[config.mk]
export PLATFORM = sky130hd
export DESIGN_NAME = gen_chan_arbiter
export DESIGN_NICKNAME = d
export VERILOG_FILES = /design/src/rtl/gen_chan_arbiter.sv
export SDC_FILE = /design/constraint.sdc
export NUM_CORES = 1
export LEC_CHECK = 0
export ABC_AREA = 1
export CAP_MARGIN = 0
export CORE_MARGIN = 2
export CORE_UTILIZATION = 45
export DETAILED_ROUTE_END_ITERATION = 6
export GPL_TIMING_DRIVEN = 0
export PLACE_DENSITY = 0.71
export SLEW_MARGIN = 20
export SYNTH_ARGS = -nofsm -noshare
export SYNTH_HDL_FRONTEND = slang
export SYNTH_SLANG_ARGS = --single-unit
[constraint.sdc]
create_clock -name clk -period 3.25 [get_ports clk]
set_clock_uncertainty 0.15 [all_clocks]
set_input_delay 0.65 -clock clk [delete_from_list [all_inputs] [get_ports clk]]
set_output_delay 0.65 -clock clk [all_outputs]
set_load 0.01 [all_outputs]
[src/rtl/gen_chan_arbiter.sv]
// N-channel buffered arbiter: one small FIFO per input channel, merged onto a
// single registered output stream by a round-robin arbiter.
module gen_chan_arbiter #(
  parameter int NUM_CH = 4,
  parameter int WIDTH  = 8,
  parameter int DEPTH  = 2,
  parameter int CHW    = (NUM_CH > 1) ? $clog2(NUM_CH) : 1
) (
  input  logic                    clk,
  input  logic                    rst_n,
  input  logic [NUM_CH-1:0]       in_valid,
  output logic [NUM_CH-1:0]       in_ready,
  input  logic [NUM_CH*WIDTH-1:0] in_data,
  output logic                    out_valid,
  input  logic                    out_ready,
  output logic [WIDTH-1:0]        out_data,
  output logic [CHW-1:0]          out_chan
);

  localparam int              PW       = $clog2(DEPTH);
  localparam logic [PW:0]     FULL_CNT = (PW + 1)'(DEPTH);
  localparam logic [CHW-1:0]  LAST_CH  = CHW'(NUM_CH - 1);

  logic [NUM_CH-1:0] not_empty;
  logic [NUM_CH-1:0] grant_vec;
  logic [WIDTH-1:0]  head [NUM_CH];
  logic              load_en;
  logic              grant_found;
  logic [CHW-1:0]    grant_idx;
  logic [WIDTH-1:0]  grant_data;
  logic [CHW-1:0]    rr_last;
  logic [CHW-1:0]    cand;
  int                pos;

  // Output register is free to take a new word when empty or being drained.
  assign load_en = !out_valid || out_ready;

  for (genvar c = 0; c < NUM_CH; c++) begin : g_ch
    logic [WIDTH-1:0] mem [DEPTH];
    logic [PW-1:0]    wr_ptr;
    logic [PW-1:0]    rd_ptr;
    logic [PW:0]      count;
    logic             push;
    logic             pop;

    assign in_ready[c]  = (count != FULL_CNT);
    assign push         = in_valid[c] && in_ready[c];
    assign pop          = grant_vec[c];
    assign not_empty[c] = (count != '0);
    assign head[c]      = mem[rd_ptr];

    always_ff @(posedge clk or negedge rst_n) begin
      if (!rst_n) begin
        wr_ptr <= '0;
        rd_ptr <= '0;
        count  <= '0;
      end else begin
        if (push) wr_ptr <= wr_ptr + 1'b1;
        if (pop)  rd_ptr <= rd_ptr + 1'b1;
        case ({push, pop})
          2'b10:   count <= count + 1'b1;
          2'b01:   count <= count - 1'b1;
          default: count <= count;
        endcase
      end
    end

    // Storage is never read before it has been written, so it needs no reset.
    always_ff @(posedge clk) begin
      if (push) mem[wr_ptr] <= in_data[c*WIDTH +: WIDTH];
    end
  end

  // Scan starting just after the last granted channel, wrapping around.
  always_comb begin
    grant_vec   = '0;
    grant_found = 1'b0;
    grant_idx   = '0;
    grant_data  = '0;
    cand        = '0;
    pos         = 0;
    if (load_en) begin
      for (int i = 1; i <= NUM_CH; i++) begin
        pos = int'(rr_last) + i;
        if (pos >= NUM_CH) pos = pos - NUM_CH;
        cand = CHW'(pos);
        if (!grant_found && not_empty[cand]) begin
          grant_found     = 1'b1;
          grant_idx       = cand;
          grant_vec[cand] = 1'b1;
          grant_data      = head[cand];
        end
      end
    end
  end

  always_ff @(posedge clk or negedge rst_n) begin
    if (!rst_n) begin
      out_valid <= 1'b0;
      out_data  <= '0;
      out_chan  <= '0;
      rr_last   <= LAST_CH;
    end else if (load_en) begin
      if (grant_found) begin
        out_valid <= 1'b1;
        out_data  <= grant_data;
        out_chan  <= grant_idx;
        rr_last   <= grant_idx;
      end else begin
        out_valid <= 1'b0;
      end
    end
  end

endmodule

# Word-level counts from Yosys, hierarchy flattened
# Memory sizes are Yosys's and may differ from the RTL's.
# Cells that the tools add are included.
totals:
  ff_bits: 29
  in_bits: 39
  out_inout_bits: 15
  rom_bits: 0
  latch_bits: 0
  mem_count: 4
  elab_cells: 177
  ram_bits: 64
op_classes:
  mux: 73
  n_lt_le_gt_ge: 16
  mul: 0
  n_reduce_logical: 25
  n_div: 0
  eq_ne: 12
  addsub: 24
  shifts: 0
  n_bitwise: 7
memory_table:
  columns: ["name", "words", "width", "rd", "rd_ports_with_merged_regs", "wr", "line_no", "source"]
  rows:
  - ["g_ch[0].mem", 2, 8, 1, 0, 1, "39", "logic [WIDTH-1:0] mem [DEPTH];"]
  - ["g_ch[1].mem", 2, 8, 1, 0, 1, "39", null]
  - ["g_ch[2].mem", 2, 8, 1, 0, 1, "39", null]
  - ["g_ch[3].mem", 2, 8, 1, 0, 1, "39", null]
op_table:
  columns: ["operator", "count"]
  rows:
  - ["8-bit two-way mux", 12]
  - ["8-bit binary-select mux with 2-bit select", 4]
  - ["4-bit two-way mux", 8]
  - ["1-bit two-way mux", 25]
  - ["2-bit two-way mux", 12]
  - ["3-bit greater-or-equal comparator (second input constant)", 7]
  - ["2-bit case mux with 2 select lines", 4]
  - ["2-bit nonzero test", 8]
  - ["2-bit by 1-bit subtractor with 2-bit output (second input constant)", 8]
  - ["2-bit by 3-bit less-than comparator with 1-bit output (second input constant)", 4]
  - ["2-bit inverter with 3-bit output", 4]
  - ["4-bit OR", 3]
  - ["1-bit logical AND", 11]
  - ["1-bit adder (second input constant)", 8]
  - ["2-bit by 1-bit adder with 2-bit output (second input constant)", 4]
  - ["1-bit binary-select mux with 2-bit select", 4]
  - ["1-bit demux with 2-bit select", 4]
  - ["2-bit by 1-bit == test with 1-bit output (second input constant)", 4]
  - ["2-bit == test (second input constant)", 4]
  - ["2-bit by 1-bit greater-or-equal comparator with 1-bit output (second input constant)", 4]
  - ["2-bit inequality test (second input constant)", 4]
  - ["2-bit by 2-bit adder with 3-bit output (second input constant)", 2]
  - ["2-bit by 3-bit adder with 4-bit output (second input constant)", 1]
  - ["4-bit by 3-bit greater-or-equal comparator with 1-bit output (second input constant)", 1]
  - ["other kinds (4)", 7]

# Longest topological paths before layout
logic_depth:
  word_depth: 22
  depth_mapped: 19
  mapped_depth_nobuf: 15

# Least setup slack after synthesis
# OpenSTA, ideal clock, no wires.
synth_timing:
  path_kind: "reg2reg"
  startpoint: "register rr_last[1]"
  endpoint: "register g_ch[0].count[1]"
  t_arrival_ps: 2927
  required_ps: 2976
  stages_incl_launch_ff: 20
  path_buffers: 5
  period_less_slack_ps: 3201
  slack_ps: 49
  setup_time_ps: 124
  cell_sequence: "dfstp_2 > buf_2 > inv_2 > buf_4 > buf_2 > ha_1 > buf_2 > nand3_1 > nand2_1 > buf_2 > nand2_1 > nand2_1 > inv_1 > nand3_1 > nand2_1 > inv_1 > ha_1 > a21oi_1 > o21ai_0 > xnor2_1"
synth_via:
  elab_chain_cells: 22
  word_cells_on_any_way: 75
  cone_classes: "add/sub: 8; order compare: 12; eq/ne: 2; mux: 39; bitwise: 3; reduce/logical: 11"
synth_lines:
  columns: ["item", "line_no", "source"]
  rows:
  - ["from (decl)", "31", "logic [CHW-1:0] rr_last;"]
  - ["from (signal assigned)", "108", "rr_last <= grant_idx;"]
  - ["parallel branches: the longest is 18 deep, another holds 2-bit by 1-bit adder with 3-bit output", null, null]
  - ["4-bit two-way mux *", "87", "if (!grant_found && not_empty[cand]) begin"]
  - ["4-bit two-way mux *", "82", "if (load_en) begin"]
  - ["named net grant_vec[0]", "25", "logic [NUM_CH-1:0] grant_vec;"]
  - ["2-bit by 1-bit == test with 1-bit output or 2-bit == test (tied branches)", "60", "case ({push, pop})"]
  - ["2-bit case mux with 2 select lines or 2-bit nonzero test (tied branches)", null, null]
  - ["to (signal assigned)", "61", "2'b10: count <= count + 1'b1;"]
  - ["to (signal assigned)", "62", "2'b01: count <= count - 1'b1;"]
  - ["to (signal assigned)", "63", "default: count <= count;"]
  - ["to (decl)", "42", "logic [PW:0] count;"]
# Mark *: on every way through the listed nets, which the timed path passes. The select of a mux whose other input is x is not followed.
# A chain may end at the register's enable or synchronous reset.

# Final worst setup path
layout_timing:
  startpoint: "register rr_last[1]"
  endpoint: "register g_ch[1].count[1]"
layout_via:
  elab_chain_cells: 22
  word_cells_on_any_way: 75
  cone_classes: "add/sub: 8; order compare: 12; eq/ne: 2; mux: 39; bitwise: 3; reduce/logical: 11"
layout_lines:
  columns: ["item", "line_no"]
  rows:
  - ["parallel branches: the longest is 18 deep, another holds 2-bit by 1-bit adder with 3-bit output", null]
  - ["4-bit two-way mux *", "87"]
  - ["4-bit two-way mux *", "82"]
  - ["named net grant_vec[1]", "25"]
  - ["2-bit by 1-bit == test with 1-bit output or 2-bit == test (tied branches)", "60"]
  - ["2-bit case mux with 2 select lines or 2-bit nonzero test (tied branches)", null]
  - ["to (signal assigned)", "61"]
  - ["to (signal assigned)", "62"]
  - ["to (signal assigned)", "63"]
  - ["to (decl)", "42"]
# Marked as above.

==> reports/qor.yml <==
yosys:
  synth_fa_ha_area_frac: 0.0295
  synth_cells: 601
  synth.distinct_cells: 30
  post_synth_and_or_nand_nor_area_fraction: 0.349
  syn-num-nets: 652
  yosys.area_share.xor_xnor: 0.0138
  synth_seq_cells: 93
  yosys_warnings: 0
  synth_top_cell_area_share: 0.377
  synth-compound-area-share: 0.0410
  synth_edf_count: 64
  synth.cell_area_um2: 5090
  synth_top_family_by_area: "simple AND/OR/NAND/NOR gates"
  synthTopCellsByArea: "edfxtp_1 (38%), nand2_1 (16%), dfrtp_1 (13%)"
  synth_area_per_cell_um2: 8.47
  synth_area_leader_cell: "edfxtp_1"
  synth.area.mux_share: 0
  post-synth-top-count-cell: "nand2_1"
  ys.flop_type: "edfxtp_1"
  ys_async_sr_fraction: 0.312
  yosysSeqAreaShare: 0.521
  synthTopCellsByCount: "nand2_1 (212), nand3_1 (108), edfxtp_1 (64), nor2_1 (38), dfrtp_1 (27)"
final_layout:
  nets: 716
  design_area_um2: 6140
  drive_above_1_share: 0.110
  diodes: 0
  n_fill_cell: 1000
  area_delta_synth_final_pct: 20.6
worst_hold_path:
  hp-class: "in -> async"
setup_path:
  start_kind: "register"
  worstPathMaxFanout: 24
  r2r_setup_slack_ns: 0.18
  end_kind: "register"
  cp_data_arrival_time_ns: 3.17
  worstPathRequired_ns: 3.34
  critPathKind: "reg -> reg"
grt:
  use_met2: 0.369
  grt_start_max_net_pins: 30
  grtUsageMet1: 0.310
  antenna_found_initial: 0
  met3_usage: 0.0658
  gr-usage-all-layers: 0.234
  overflow: 0
  busiest_layer: "met2"
  grt_pass1_vias: 4093
  grt_pass1_wl_um: 20800
placed_design:
  place.gp.congestion: 0.946
  dp_hpwl_um: 9660
  pre_cts_slack_ns: -0.682
  io_buffers: 53
  dpl_cell_area_um2: 5790
detailed_routing:
  num_vias: 4313
  wl_per_cell_um: 16.2
  wirelength_um: 13100
  drc: 0
  ant_nets: 0
  drtPass1Iterations: 6
  routed_via_density: 5.32
  drtIter0Drc: 270
sta:
  min_period_over_period: 0.946
  setup_viol: 0
  relSlewSlack: 0.484
  max_freq_mhz: 325
  report.final.slew_viol_count: 0
  hold_viol_final: 0
  worstMarginPinSlew_ns: 0.772
  setup_tns_ns: 0
  post-route-min-period_ns: 3.07
  rsz0062_at_grt: "no"
  layout_setup_ws_ns: 0.175
floorplan:
  die_y_um: 110
  fp.coreArea_um2: 10900
  io_pins: 54
  die_area_um2: 12200
  fp.dieW_um: 110
  rows: 38
  initial_core_util: 0.466
run:
  max_cap_viol_count: 0
clock_tree:
  path_clk_slew_ns: 0.07
  cts_htree_levels: 3
  cts_buffers: 9
  tritoncts: "yes"
  cts_max_path_buffers: 2
  cts_root_buf: "clkbuf_16"
  clk_latency_ns: 0.36
  cts_sinks: 93
outcome:
  status: "completed"
power:
  power_density_nw_per_um2: 1180
  p_leak_nw: 2.69
  ir_worst_vdd_v: 0.000566
==> cells in the final DEF (no fill, tap or decap), types with 15 or more instances in the layout <==
cell type / n
a21oi_1: 18
clkdlybuf4s50_1: 52
dfrtp_1: 27
edfxtp_1: 64
inv_1: 18
nand2_1: 211
nand2_2: 16
nand3_1: 107
nor2_1: 38
o21ai_0: 15
==> logic make-up after synthesis <==
family / Yosys count
compound gates: 39
xor+xnor: 8
fa+ha+maj: 12
buf+inv: 51
flops: 93
simple gates: 398
==> power breakdown <==
part / internal (mW) / switching (mW)
Sequential: 1.70 / 0.189
Clock: 0.540 / 0.454
Combinational: 1.52 / 2.84
==> metal layers <==
layer  share of wire  vias to the layer above
li1                -                     2133
met5               0                        -
met1            0.43                     1996
met2            0.47                      153
met3           0.071                       31
met4           0.028                        0
==> worst max-delay path, cell delays in order (launching register included) <==
cell     delay [ns]
dfstp_2        0.57
buf_8          0.16
inv_6          0.10
ha_4           0.32
inv_4          0.07
nand3_1        0.13
nand2_2        0.12
buf_8          0.16
nand2_1        0.06
nand2_1        0.05
inv_1          0.05
nand3_1        0.14
nand2_1        0.12
inv_1          0.06
ha_1           0.32
a21oi_1        0.11
o21ai_0        0.12
xnor2_1        0.14
==> final timing paths <==
kind | startpoint | endpoint | cells past startpoint
setup / recovery | rr_last[1] | g_ch[1].count[1] | 17
hold / removal | rst_n | out_chan[0] | 1
setup reg to reg | rr_last[1] | g_ch[1].count[1] | 17
hold reg to reg | out_data[4] | out_data[4] | 2
max in group asynchronous | rst_n | g_ch[2].rd_ptr | 1
min in group clk | out_data[4] | out_data[4] | 2
==> flip-flops by register name, summed over array words and instances, names as in the netlist <==
signal / flops
g_ch.mem: 64
g_ch.count: 8
out_data: 8
g_ch.rd_ptr: 4
g_ch.wr_ptr: 4
out_chan: 2
rr_last: 2
out_valid: 1
==> per-stage QoR <==
stage	util	hold slack, ns	instances	power [mW]
after floorplan	-	0.204	601	4.82
after global placement	0.530	0.316	794	5.94
after detailed placement	0.530	0.324	794	6.04
after CTS	0.557	0.222	807	7.11
after global routing	0.562	0.260	810	7.86
final	0.562	0.195	810	7.24
==> layout make-up <==
type / count / area, µm² / area share
Sequential cell: 93 / 2650 / 0.432
Buffer: 19 / 131 / 0.0214
Multi-Input combinational cell: 457 / 2230 / 0.364
Clock buffer: 11 / 243 / 0.0395
Timing Repair Buffer: 56 / 548 / 0.0892
Inverter: 29 / 124 / 0.0202
Tap cell: 140 / 175 / 0.0285
Clock inverter: 5 / 35.0 / 0.00570
==> what timing repair did <==
item	in CTS	in global routing
hold buffers	0	0
buffers inserted	0	3
pin swaps	0	2
gates resized for setup	9	9
endpoints found under the setup margin	11	4
endpoints found under the hold margin	0	0
Power figures use the tool's default switching activity.
